--- config.mk ---
export PLATFORM = sky130hd
export DESIGN_NAME = alu_seq16_flat
export DESIGN_NICKNAME = d
export VERILOG_FILES = /design/src/rtl/alu_seq16_if.sv /design/src/rtl/alu_seq16.sv /design/src/flat_wrapper.sv
export SDC_FILE = /design/constraint.sdc
export NUM_CORES = 1
export LEC_CHECK = 0
export CORE_MARGIN = 1
export CORE_UTILIZATION = 25
export CTS_BUF_LIST = sky130_fd_sc_hd__clkbuf_4 sky130_fd_sc_hd__clkbuf_8
export CTS_CLUSTER_DIAMETER = 200
export CTS_CLUSTER_SIZE = 12
export DETAILED_ROUTE_END_ITERATION = 8
export GPL_TIMING_DRIVEN = 0
export PLACE_DENSITY = 0.5
export SYNTH_ARGS = -nofsm -noshare
export SYNTH_HDL_FRONTEND = slang
export SYNTH_SLANG_ARGS = --single-unit
export TNS_END_PERCENT = 10
--- constraint.sdc ---
create_clock -name clk -period 2.6 [get_ports clk]
set_clock_uncertainty 0.15 [all_clocks]
set_input_delay 0.39 -clock clk [delete_from_list [all_inputs] [get_ports clk]]
set_output_delay 0.39 -clock clk [all_outputs]
set_load 0.01 [all_outputs]
--- src/rtl/alu_seq16_if.sv ---
// Bundles the request/response handshake and the byte-ALU drive of alu_seq16.
// The slave modport is the sequencer's view; master is the requester/ALU side.
interface alu_seq16_if;
    logic        req_valid;
    logic        req_ready;
    logic [2:0]  req_cmd;
    logic [15:0] req_a;
    logic [15:0] req_b;
    logic        rsp_valid;
    logic        rsp_ready;
    logic [15:0] rsp_res;
    logic        rsp_page_cross;
    logic        rsp_carry;
    logic        rsp_ovf;
    logic        rsp_err;
    logic [7:0]  alu_a;
    logic [7:0]  alu_b;
    logic [4:0]  alu_op;
    logic [7:0]  alu_res;
    logic        alu_carry;

    modport slave (
        input  req_valid, req_cmd, req_a, req_b, rsp_ready, alu_res, alu_carry,
        output req_ready, rsp_valid, rsp_res, rsp_page_cross, rsp_carry, rsp_ovf, rsp_err,
        output alu_a, alu_b, alu_op
    );

    modport master (
        output req_valid, req_cmd, req_a, req_b, rsp_ready, alu_res, alu_carry,
        input  req_ready, rsp_valid, rsp_res, rsp_page_cross, rsp_carry, rsp_ovf, rsp_err,
        input  alu_a, alu_b, alu_op
    );
endinterface

--- src/rtl/alu_seq16.sv ---
// 16-bit add/logic sequencer built on an external 8-bit one-hot-opcode ALU:
// low-byte pass, high-byte pass, and a +1 fix pass when the low byte carried.
module alu_seq16 (
    input  logic         clk,
    input  logic         rst,
    alu_seq16_if.slave   bus
);
    typedef enum logic [2:0] {S_IDLE, S_LO, S_HI, S_FIX, S_RESP} state_t;

    localparam logic [4:0] OP_SUM = 5'b10000;
    localparam logic [4:0] OP_AND = 5'b01000;
    localparam logic [4:0] OP_OR  = 5'b00100;
    localparam logic [4:0] OP_EOR = 5'b00010;

    localparam logic [2:0] CMD_ADD16  = 3'd0;
    localparam logic [2:0] CMD_ADDREL = 3'd1;
    localparam logic [2:0] CMD_AND16  = 3'd2;
    localparam logic [2:0] CMD_OR16   = 3'd3;
    localparam logic [2:0] CMD_EOR16  = 3'd4;

    function automatic logic [4:0] f_alu_op(input logic [2:0] cmd);
        case (cmd)
            CMD_AND16: f_alu_op = OP_AND;
            CMD_OR16:  f_alu_op = OP_OR;
            CMD_EOR16: f_alu_op = OP_EOR;
            default:   f_alu_op = OP_SUM;
        endcase
    endfunction

    function automatic logic f_is_add(input logic [2:0] cmd);
        f_is_add = (cmd == CMD_ADD16) || (cmd == CMD_ADDREL);
    endfunction

    state_t      r_state;
    logic [2:0]  r_cmd;
    logic [15:0] r_a;
    logic [15:0] r_b;
    logic [7:0]  r_res_lo;
    logic        r_c_lo;
    logic        r_c_hi;
    logic [7:0]  r_alu_a;
    logic [7:0]  r_alu_b;
    logic [4:0]  r_alu_op;
    logic        r_req_ready;
    logic        r_rsp_valid;
    logic [15:0] r_rsp_res;
    logic        r_rsp_pc;
    logic        r_rsp_carry;
    logic        r_rsp_ovf;
    logic        r_rsp_err;

    logic        w_is_add;
    logic        w_need_fix;
    logic        w_c_hi;
    logic [15:0] w_res;
    logic        w_pc;
    logic        w_carry;
    logic        w_ovf;

    // Final result and flags as they will stand when leaving HI or FIX.
    always_comb begin
        w_is_add   = f_is_add(r_cmd);
        w_need_fix = w_is_add & r_c_lo;
        if (r_state == S_FIX) begin
            w_c_hi = r_c_hi | bus.alu_carry;
        end else begin
            w_c_hi = bus.alu_carry;
        end
        w_res   = {bus.alu_res, r_res_lo};
        w_pc    = 1'b0;
        w_carry = 1'b0;
        w_ovf   = 1'b0;
        case (r_cmd)
            CMD_ADD16: begin
                w_pc    = r_c_lo;
                w_carry = w_c_hi;
                w_ovf   = (r_a[15] == r_b[15]) && (w_res[15] != r_a[15]);
            end
            CMD_ADDREL: begin
                w_pc = (w_res[15:8] != r_a[15:8]);
            end
            default: begin
                w_pc = 1'b0;
            end
        endcase
    end

    // Sequencer FSM; every output is a register loaded on the transition into its state.
    always_ff @(posedge clk) begin
        if (rst) begin
            r_state     <= S_IDLE;
            r_cmd       <= 3'd0;
            r_a         <= 16'h0000;
            r_b         <= 16'h0000;
            r_res_lo    <= 8'h00;
            r_c_lo      <= 1'b0;
            r_c_hi      <= 1'b0;
            r_alu_a     <= 8'h00;
            r_alu_b     <= 8'h00;
            r_alu_op    <= OP_SUM;
            r_req_ready <= 1'b0;
            r_rsp_valid <= 1'b0;
            r_rsp_res   <= 16'h0000;
            r_rsp_pc    <= 1'b0;
            r_rsp_carry <= 1'b0;
            r_rsp_ovf   <= 1'b0;
            r_rsp_err   <= 1'b0;
        end else begin
            case (r_state)
                S_IDLE: begin
                    if (bus.req_valid && r_req_ready) begin
                        r_cmd       <= bus.req_cmd;
                        r_a         <= bus.req_a;
                        r_b         <= (bus.req_cmd == CMD_ADDREL) ?
                                       {{8{bus.req_b[7]}}, bus.req_b[7:0]} : bus.req_b;
                        r_req_ready <= 1'b0;
                        if (bus.req_cmd <= CMD_EOR16) begin
                            r_state  <= S_LO;
                            r_alu_a  <= bus.req_a[7:0];
                            r_alu_b  <= bus.req_b[7:0];
                            r_alu_op <= f_alu_op(bus.req_cmd);
                        end else begin
                            r_state     <= S_RESP;
                            r_rsp_valid <= 1'b1;
                            r_rsp_res   <= 16'hFFFF;
                            r_rsp_err   <= 1'b1;
                        end
                    end else begin
                        r_req_ready <= 1'b1;
                    end
                end
                S_LO: begin
                    r_res_lo <= bus.alu_res;
                    r_c_lo   <= w_is_add ? bus.alu_carry : 1'b0;
                    r_alu_a  <= r_a[15:8];
                    r_alu_b  <= r_b[15:8];
                    r_state  <= S_HI;
                end
                S_HI: begin
                    r_c_hi <= bus.alu_carry;
                    if (w_need_fix) begin
                        r_state  <= S_FIX;
                        r_alu_a  <= bus.alu_res;
                        r_alu_b  <= 8'h01;
                        r_alu_op <= OP_SUM;
                    end else begin
                        r_state     <= S_RESP;
                        r_alu_a     <= 8'h00;
                        r_alu_b     <= 8'h00;
                        r_alu_op    <= OP_SUM;
                        r_rsp_valid <= 1'b1;
                        r_rsp_res   <= w_res;
                        r_rsp_pc    <= w_pc;
                        r_rsp_carry <= w_carry;
                        r_rsp_ovf   <= w_ovf;
                    end
                end
                S_FIX: begin
                    r_c_hi      <= w_c_hi;
                    r_state     <= S_RESP;
                    r_alu_a     <= 8'h00;
                    r_alu_b     <= 8'h00;
                    r_alu_op    <= OP_SUM;
                    r_rsp_valid <= 1'b1;
                    r_rsp_res   <= w_res;
                    r_rsp_pc    <= w_pc;
                    r_rsp_carry <= w_carry;
                    r_rsp_ovf   <= w_ovf;
                end
                S_RESP: begin
                    if (bus.rsp_ready) begin
                        r_state     <= S_IDLE;
                        r_req_ready <= 1'b1;
                        r_rsp_valid <= 1'b0;
                        r_rsp_res   <= 16'h0000;
                        r_rsp_pc    <= 1'b0;
                        r_rsp_carry <= 1'b0;
                        r_rsp_ovf   <= 1'b0;
                        r_rsp_err   <= 1'b0;
                    end else begin
                        r_state <= S_RESP;
                    end
                end
                default: begin
                    r_state     <= S_IDLE;
                    r_req_ready <= 1'b0;
                end
            endcase
        end
    end

    assign bus.req_ready      = r_req_ready;
    assign bus.rsp_valid      = r_rsp_valid;
    assign bus.rsp_res        = r_rsp_res;
    assign bus.rsp_page_cross = r_rsp_pc;
    assign bus.rsp_carry      = r_rsp_carry;
    assign bus.rsp_ovf        = r_rsp_ovf;
    assign bus.rsp_err        = r_rsp_err;
    assign bus.alu_a          = r_alu_a;
    assign bus.alu_b          = r_alu_b;
    assign bus.alu_op         = r_alu_op;
endmodule

--- src/flat_wrapper.sv ---
// flat-port wrapper written by rule: the top's interface ports become plain ports
module alu_seq16_flat 
  (clk, rst, bus_req_valid, bus_req_cmd, bus_req_a, bus_req_b, bus_rsp_ready, bus_alu_res, bus_alu_carry, bus_req_ready, bus_rsp_valid, bus_rsp_res, bus_rsp_page_cross, bus_rsp_carry, bus_rsp_ovf, bus_rsp_err, bus_alu_a, bus_alu_b, bus_alu_op);
  alu_seq16_if bus_i ();
  input  logic clk;
  input  logic rst;
  input wire logic [$bits(bus_i.req_valid)-1:0] bus_req_valid;
  input wire logic [$bits(bus_i.req_cmd)-1:0] bus_req_cmd;
  input wire logic [$bits(bus_i.req_a)-1:0] bus_req_a;
  input wire logic [$bits(bus_i.req_b)-1:0] bus_req_b;
  input wire logic [$bits(bus_i.rsp_ready)-1:0] bus_rsp_ready;
  input wire logic [$bits(bus_i.alu_res)-1:0] bus_alu_res;
  input wire logic [$bits(bus_i.alu_carry)-1:0] bus_alu_carry;
  output wire logic [$bits(bus_i.req_ready)-1:0] bus_req_ready;
  output wire logic [$bits(bus_i.rsp_valid)-1:0] bus_rsp_valid;
  output wire logic [$bits(bus_i.rsp_res)-1:0] bus_rsp_res;
  output wire logic [$bits(bus_i.rsp_page_cross)-1:0] bus_rsp_page_cross;
  output wire logic [$bits(bus_i.rsp_carry)-1:0] bus_rsp_carry;
  output wire logic [$bits(bus_i.rsp_ovf)-1:0] bus_rsp_ovf;
  output wire logic [$bits(bus_i.rsp_err)-1:0] bus_rsp_err;
  output wire logic [$bits(bus_i.alu_a)-1:0] bus_alu_a;
  output wire logic [$bits(bus_i.alu_b)-1:0] bus_alu_b;
  output wire logic [$bits(bus_i.alu_op)-1:0] bus_alu_op;
  assign bus_i.req_valid = bus_req_valid;
  assign bus_i.req_cmd = bus_req_cmd;
  assign bus_i.req_a = bus_req_a;
  assign bus_i.req_b = bus_req_b;
  assign bus_i.rsp_ready = bus_rsp_ready;
  assign bus_i.alu_res = bus_alu_res;
  assign bus_i.alu_carry = bus_alu_carry;
  assign bus_req_ready = bus_i.req_ready;
  assign bus_rsp_valid = bus_i.rsp_valid;
  assign bus_rsp_res = bus_i.rsp_res;
  assign bus_rsp_page_cross = bus_i.rsp_page_cross;
  assign bus_rsp_carry = bus_i.rsp_carry;
  assign bus_rsp_ovf = bus_i.rsp_ovf;
  assign bus_rsp_err = bus_i.rsp_err;
  assign bus_alu_a = bus_i.alu_a;
  assign bus_alu_b = bus_i.alu_b;
  assign bus_alu_op = bus_i.alu_op;
  alu_seq16 u_core (.clk(clk), .rst(rst), .bus(bus_i));
endmodule
### Yosys cells after proc, flatten, opt, wreduce, memory -nomap -nowiden

Index checks and enable logic that the tools add are counted.

| storage, ports and cells | value |
|---|---|
| bits in registers | 91 |
| output and inout bits | 43 |

| operators by class | value |
|---|---|
| $lt $le $gt $ge | 1 |
| equal/unequal tests | 17 |
| mux-type cells | 44 |
| bitwise logic cells | 3 |
| reduce and logical (&&, ||, !) cells | 20 |

Operator list:

| cell | number |
|---|---|
| two-way mux 16 bit | 5 |
| case mux 16 bit (4 select lines) | 1 |
| case mux 8 bit (4 select lines) | 2 |
| two-way mux 8 bit | 5 |
| case mux 3 bit (5 select lines) | 1 |
| case mux 5 bit (3 select lines) | 1 |
| two-way mux 1 bit | 14 |
| equality test 3 x 2 -> 1 bit, second input constant | 4 |
| two-way mux 3 bit | 4 |
| case mux 1 bit (3 select lines) | 4 |
| two-way mux 5 bit | 2 |
| case mux 5 bit (2 select lines) | 1 |
| equality test 3 x 1 -> 1 bit, second input constant | 3 |
| AND reduction 3 bit | 3 |
| inequality test 8 bit | 1 |
| nonzero test 4 bit | 2 |
| equality test 3 bit, second input constant | 2 |
| logical NOT 3 bit | 2 |
| inequality test 2 bit, second input constant | 3 |
| case mux 1 bit (2 select lines) | 3 |
| nonzero test 2 bit | 3 |
| AND reduction 5 bit | 1 |
| inequality test 2 x 1 -> 1 bit, second input constant | 2 |
| case mux 1 bit (4 select lines) | 1 |
| 13 further kinds | 15 |

### Logic depth before layout (Yosys ltp)

| logic depth | value |
|---|---|
| word-level depth | 5 |
| depth in mapped cells | 7 |
| depth with buffers taken out | 4 |

### Worst setup path after synthesis

No wires, ideal clock.

| timing path | value |
|---|---|
| path type | reg2reg |
| start point | register u_core.r_state[1] |
| end point | register u_core.r_rsp_res[0], in the netlist u_core.bus.rsp_res[0] |
| library setup time | 0.072 ns |
| arrival | 1.753 ns |
| required time | 2.378 ns |
| path slack | 0.625 ns |
| cell stages (with the launch flop) | 7 |
| period minus slack after synthesis | 1.975 ns |
| cells stage by stage | dfxtp_1 buf_6 or2_0 buf_6 o41ai_4 buf_6 mux2i_1 |

| between the ends | value |
|---|---|
| longest elaborated chain between the ends | 3 |

Ends and longest elaborated chain:

| what | line | RTL |
|---|---|---|
| start, declared | alu_seq16.sv:34 | `state_t r_state;` |
| start signal, assigned | alu_seq16.sv:91 | `r_state <= S_IDLE;` |
| start signal, assigned | alu_seq16.sv:118 | `r_state <= S_LO;` |
| start signal, assigned | alu_seq16.sv:123 | `r_state <= S_RESP;` |
| equality test 3 x 2 -> 1 bit (tied with other cells) | alu_seq16.sv:109 | `case (r_state)` |
| nonzero test 4 bit (no line) (tied with other cells) | n/a |  |
| AND reduction 5 bit (no line) | n/a |  |
| end signal, assigned | alu_seq16.sv:152 | `r_rsp_res <= w_res;` |
| end signal, assigned | alu_seq16.sv:165 | `r_rsp_res <= w_res;` |
| end, declared | alu_seq16.sv:46 | `logic [15:0] r_rsp_res;` |

Parallel ways exist; a longest one is shown, timed or not.
A chain may end at the register's enable or synchronous reset.

### Worst setup path in the final report

| timing path | value |
|---|---|
| start point | input bus_req_cmd[2] |
| end point | register u_core.r_rsp_res[9], in the netlist u_core.bus.rsp_res[9] |

| between the ends | value |
|---|---|
| longest elaborated chain between the ends | 3 |

Ends and longest elaborated chain:

| what | line | RTL |
|---|---|---|
| start, declared | flat_wrapper.sv:8 | `input wire logic [$bits(bus_i.req_cmd)-1:0] bus_req_cmd;` |
| <= comparator 3 bit | alu_seq16.sv:117 | `if (bus.req_cmd <= CMD_EOR16) begin` |
| inequality test 2 bit (no line) | n/a |  |
| AND reduction 5 bit (no line) | n/a |  |

No other way between the ends.

==> flow_summary.yaml <==
pwr:
  seqPwrFrac_pct: 43.8
  power.switching_w: 0.000808
  pwr-share-clk_pct: 34.4
  report.power.total_w: 0.00298
  power_density_mw_per_mm2: 638
  p_leak_nw: 1.57
  switching_share_pct: 27.1
  vdd_ir_drop_max_uv: 189
  internal-power_w: 0.00217
  comb_power_share_pct: 21.9
finish:
  drive_gt1_share_pct: 4.73
  stdcell_area_mm2: 0.00467
  fin_util_pct: 36.4
  area_growth_pct: 39.5
  final_common_cell: "clkdlybuf4s50_1"
  stdcell_count: 679
  antenna_cells: 0
  final_cell_mix: "clkdlybuf4s50_1 (88), nand2_1 (77), dfxtp_1 (74)"
  fill_cells: 1321
  num-nets-final: 551
yosys:
  synth_edf_count: 0
  yosysWarnings: 0
  syn-num-nets: 452
  synth_area_per_cell_um2: 8.29
  synth_seq_area_share_pct: 44.2
  synthArstFlopShare_pct: 0
  synth-seq-cells: 74
  ys.flop_type: "dfxtp_1"
  syn_inst: 404
  synth.distinct_cells: 43
  post_synth_instance_area_mm2: 0.00335
clock_network:
  clk_path_buf_depth: 2
  cts_hold_buf: 0
  postCtsResizedCells: 0
  cts_sinks: 74
  cts_tree: "yes"
  post_cts_buffers: 0
  h-tree-depth: 3
  clk_pin_slew_ps: 80
  clk_latency_ps: 340
  cts_buffers: 9
  root_buffer: "clkbuf_8"
placed_design:
  dpl.cell_count: 664
  place_area_mm2: 0.00444
  dp_hpwl_um: 8080
  gp_congestion: 0.857
  portBuffers: 88
  dp_slack_ps: -231
status:
  outcome: "completed"
timing:
  drv_slew: 0
  worstMarginPinSlew_ps: 784
  rsz0062_at_grt: "no"
  setup_viol: 0
  fin_crit_ps: 2460
  worst_slack_ps: 144
  finalCritPeriodShare_pct: 94.5
  hold_viol: 0
  fmax_ghz: 0.407
  slew_headroom_pct: 47.6
worst_setup_path:
  start_kind: "primary input"
  crit_start: "bus_req_cmd[2]"
  crit_end: "u_core.bus.rsp_res[9]$_SDFFE_PP0P_"
  crit_path_end_kind: "flip-flop"
  r2r-end: "u_core.r_b[9]$_SDFFE_PP0P_"
  worst-r2r-cell-count: 5
  path_max_fanout: 10
  worstPathArrival_ps: 2580
  reg2reg_slack_ps: 310
  criticalPathCategory: "in -> reg"
  cp.required_ps: 2720
  timing.rr.start: "u_core.r_state[0]$_SDFFE_PP0N_"
route:
  vias: 3262
  wirelength_um: 10800
  drt_iter0_drc: 171
  drc: 0
  final_antenna_net_count: 0
  wl_per_cell_um: 15.8
  dr.pass1.iters: 4
  viasPerCell: 4.80
global_route:
  grt.overflow.total: 0
  grt_usage_pct: 15.6
  grt_pass1_wl_um: 16900
  grt_pass1_vias: 3185
  antenna_found_initial: 0
  grt_max_degree: 12
flow_run:
  drv_cap: 0
floorplanning:
  core_region_area_mm2: 0.0128
  dieWidth_um: 118
  io_pins: 91
  fp-row-count: 41
  initial_core_util_pct: 26.1
  die_y_um: 118
  fp.dieArea_mm2: 0.0139
hold_path:
  hold_path.class: "reg -> reg"
[synthesized netlist by cell type, types with 4 or more instances]
cell,count,share of area [%]
a211oi_1,10,2.2
a21oi_1,35,5.2
a221oi_1,16,4.2
a2bb2oi_1,8,2.1
a31oi_1,10,1.9
clkbuf_1,25,2.8
dfxtp_1,74,44
inv_1,9,1.0
mux2i_1,17,5.1
nand2_1,77,8.6
nand2b_1,12,2.2
nor2_1,26,2.9
nor2b_1,4,0.75
o21ai_0,35,5.2
xnor2_1,8,2.1
[registers in the layout, indices dropped and copies added (netlist names), 3 cells and up]
signal and count:
u_core.bus.rsp_res 16, u_core.bus.alu_a 8, u_core.bus.alu_b 8, u_core.r_a 8
u_core.r_b 8, u_core.r_res_lo 8, u_core.bus.alu_op 4, u_core.r_cmd 3
u_core.r_state 3
[cell type report]
type	count	area [um2]	share of cell area, %
Multi-Input combinational cell	289	1690	36.1
Sequential cell	74	1480	31.7
Tap cell	172	215	4.61
Timing Repair Buffer	88	881	18.9
Buffer	30	139	2.97
Clock buffer	13	166	3.56
Inverter	11	41.3	0.884
Clock inverter	2	60.1	1.29
[power groups by stage]
stage	Clock (W)	Sequential (W)	Combinational [W]
after floorplan	0	0.00134	0.000317
after global placement	0	0.00133	0.000650
after detailed placement	0	0.00133	0.000655
after CTS	0.00105	0.00131	0.000657
after global routing	0.00110	0.00132	0.000708
final	0.00102	0.00131	0.000652
[metrics by stage]
step / setup TNS [ps] / hold WS, ps
2_1_floorplan: 0 / 283
3_3_place_gp: -3320 / 294
3_5_place_dp: -4710 / 297
4_1_cts: 0 / 310
5_1_grt: 0 / 329
6_report: 0 / 307
[layer usage]
metal  GRT usage [%]  wire length [um]  vias up
li1                -                 -     1628
met1            21.1              5230     1549
met2            23.9              4930       75
met3            3.68               446       10
met4            6.17               150        0
met5               0                 0        -
[critical path, stage by stage]
cell	delay, ps
clkdlybuf4s50_1	630
o21ai_1	310
o41ai_4	790
buf_6	260
mux2i_1	190
[cell families after synthesis]
group           synth area share, %
simple gates                   18.0
xor+xnor                       2.09
flops                          44.2
buf+inv                        5.38
mux                            5.08
other cells                   0.112
compound gates                 25.1
[worst min-delay path by stage]
stage                                                   from                                 end  slack (ps)  cells past startpoint
after floorplan              u_core.r_res_lo[0]$_SDFFE_PP0N_     u_core.r_res_lo[0]$_SDFFE_PP0N_         280                      2
after global placement       u_core.r_res_lo[0]$_SDFFE_PP0N_     u_core.r_res_lo[0]$_SDFFE_PP0N_         290                      2
after detailed placement     u_core.bus.rsp_ovf$_SDFFE_PP0P_     u_core.bus.rsp_ovf$_SDFFE_PP0P_         300                      2
after CTS                    u_core.r_res_lo[7]$_SDFFE_PP0N_     u_core.r_res_lo[7]$_SDFFE_PP0N_         310                      2
after global routing      u_core.bus.rsp_res[0]$_SDFFE_PP0P_  u_core.bus.rsp_res[0]$_SDFFE_PP0P_         330                      2
final                        u_core.r_res_lo[7]$_SDFFE_PP0N_     u_core.r_res_lo[7]$_SDFFE_PP0N_         310                      2
No activity file was read; power rests on OpenSTA's default activity.
==> RTL change (same flow settings) <==
The 5 states of `state_t` get a one-hot encoding in 5 bits.
--- a/src/rtl/alu_seq16.sv
+++ b/src/rtl/alu_seq16.sv
@@ -5,7 +5,7 @@
     input  logic         rst,
     alu_seq16_if.slave   bus
 );
-    typedef enum logic [2:0] {S_IDLE, S_LO, S_HI, S_FIX, S_RESP} state_t;
+    typedef enum logic [4:0] {S_IDLE = 5'b00001, S_LO = 5'b00010, S_HI = 5'b00100, S_FIX = 5'b01000, S_RESP = 5'b10000} state_t;
 
     localparam logic [4:0] OP_SUM = 5'b10000;
     localparam logic [4:0] OP_AND = 5'b01000;
Behaviour: same outputs for any inputs over 10 cycles, from zero or initial values and one cycle with rst high; not proved beyond that.
==> RTL change against the original RTL <==
  * Global-route usage grew 0.18 points
  * Final area is 0.16% higher
  * Sequential cell count grew 2
  * Setup slack got worse by 0.0065 ns
  * Area after synthesis increased by 0.34%
  * Critical path depth is 2 higher
  * Non-clock buffer count is 4 higher
  * Power shrank 11%
  * Final cell count is 0.44% lower
  * Routed wire length decreased by 3.1%
  * Sequential share of layout area increased by 0.80 points
  * Die area rose by 0.33%
==> RTL change: results (changes against the original RTL) <==
Cells and area
  • Sequential cell area: 1521 um^2 (was 1481 um^2)
  • Area occupied by multi-input gates: 1539 um^2 (was 1687 um^2)
  • CLK BUF: 9 (was 13)
  • Seq Cell Count: 76 (was 74)
  • Share of post-route cells with drive strength above 1: 0.07143 (was 0.04734)
  • Plain + repair buffers: 122 (was 118)
  • Multi-input gate count: 254 (was 289)

Logic synthesis
  • Most frequent cells after synthesis: dfxtp_1 (76), nand2_1 (71), inv_1 (36) (was nand2_1 (77), dfxtp_1 (74), a21oi_1 (35), o21ai_0 (35), nor2_1 (26))
  • Compound-Gate Fraction of Synth Area: 0.2588 (was 0.2511)
  • Library cells used by synthesis: 44 (was 43)

Hold path
  • Hold Crit Start: bus_req_cmd[2] (was u_core.r_res_lo[7]$_SDFFE_PP0N_)
  • Min-Delay Path Depth: 3 (was 2)
  • WHS Endpoint: u_core.r_cmd[2]$_SDFFE_PP0P_ (was u_core.r_res_lo[7]$_SDFFE_PP0N_)
  • Worst hold path type: in2reg (was reg2reg)

GRT
  • Pin count of the biggest net entering global routing: 15 (was 12)
  • Grt met2 use: 0.2643 (was 0.2386)
  • GRT Util Overall: 0.1581 (was 0.1563)
  • First-pass GRT wire length: 16950 um (was 16860 um)

Power and ir drop
  • Sw Share: 0.2592 (was 0.2710)
  • Clock power share: 0.382 (was 0.344)
  • Logic power comb: 0.000380 W (was 0.000652 W)

Place
  • Post-DP Area: 4446 um^2 (was 4444 um^2)
  • I/O Buffers: 87 (was 88)

Routing
  • Routed wire per std cell: 15.42 um (was 15.85 um)

Setup path
  • Delay of the slowest critical-path stage: 0.51 ns (was 0.79 ns)
  • CP delay by family, top: buffers and inverters (was compound AO/OA/AOI/OAI gates)

STA
  • Final worst slack: 0.1372 ns (was 0.1437 ns)

Status
  • Outcome: finished clean (unchanged)
RTL change: cell count changes in the layout (fill, tap and decap cells not counted), moves of 5 or more:
cell       before  now
inv_1           9   36
mux2i_1        17    1
nand2b_1       12    1
a221oi_1       16   26
a31oi_1        10    0
a21oi_1        35   26
a22oi_1         1    9
a2bb2oi_1       8    0
a221oi_2        0    7
o21ai_0        35   28
nand2_1        77   71
nor2_1         26   20
nor3_1          1    6
RTL change: per-layer routing:
layer / up-vias / wire [um]
li1: 1598 / -
met1: 1521 / 4831
met2: 83 / 4954
met3: 7 / 535
met4: 0 / 101
met5: - / 0
RTL change: kinds of logic (layout without fill, tap and decap cells):
group | Yosys count | in the layout
xor+xnor | 10 | 10
buf+inv | 71 | 174
compound gates | 119 | 119
mux | 1 | 1
other cells | 1 | 1
flops | 76 | 76
simple gates | 123 | 123
RTL change: worst min-delay path, stage by stage:
cell and delay, ns:
clkbuf_1 0.17, nand2_1 0.10, a21oi_1 0.06
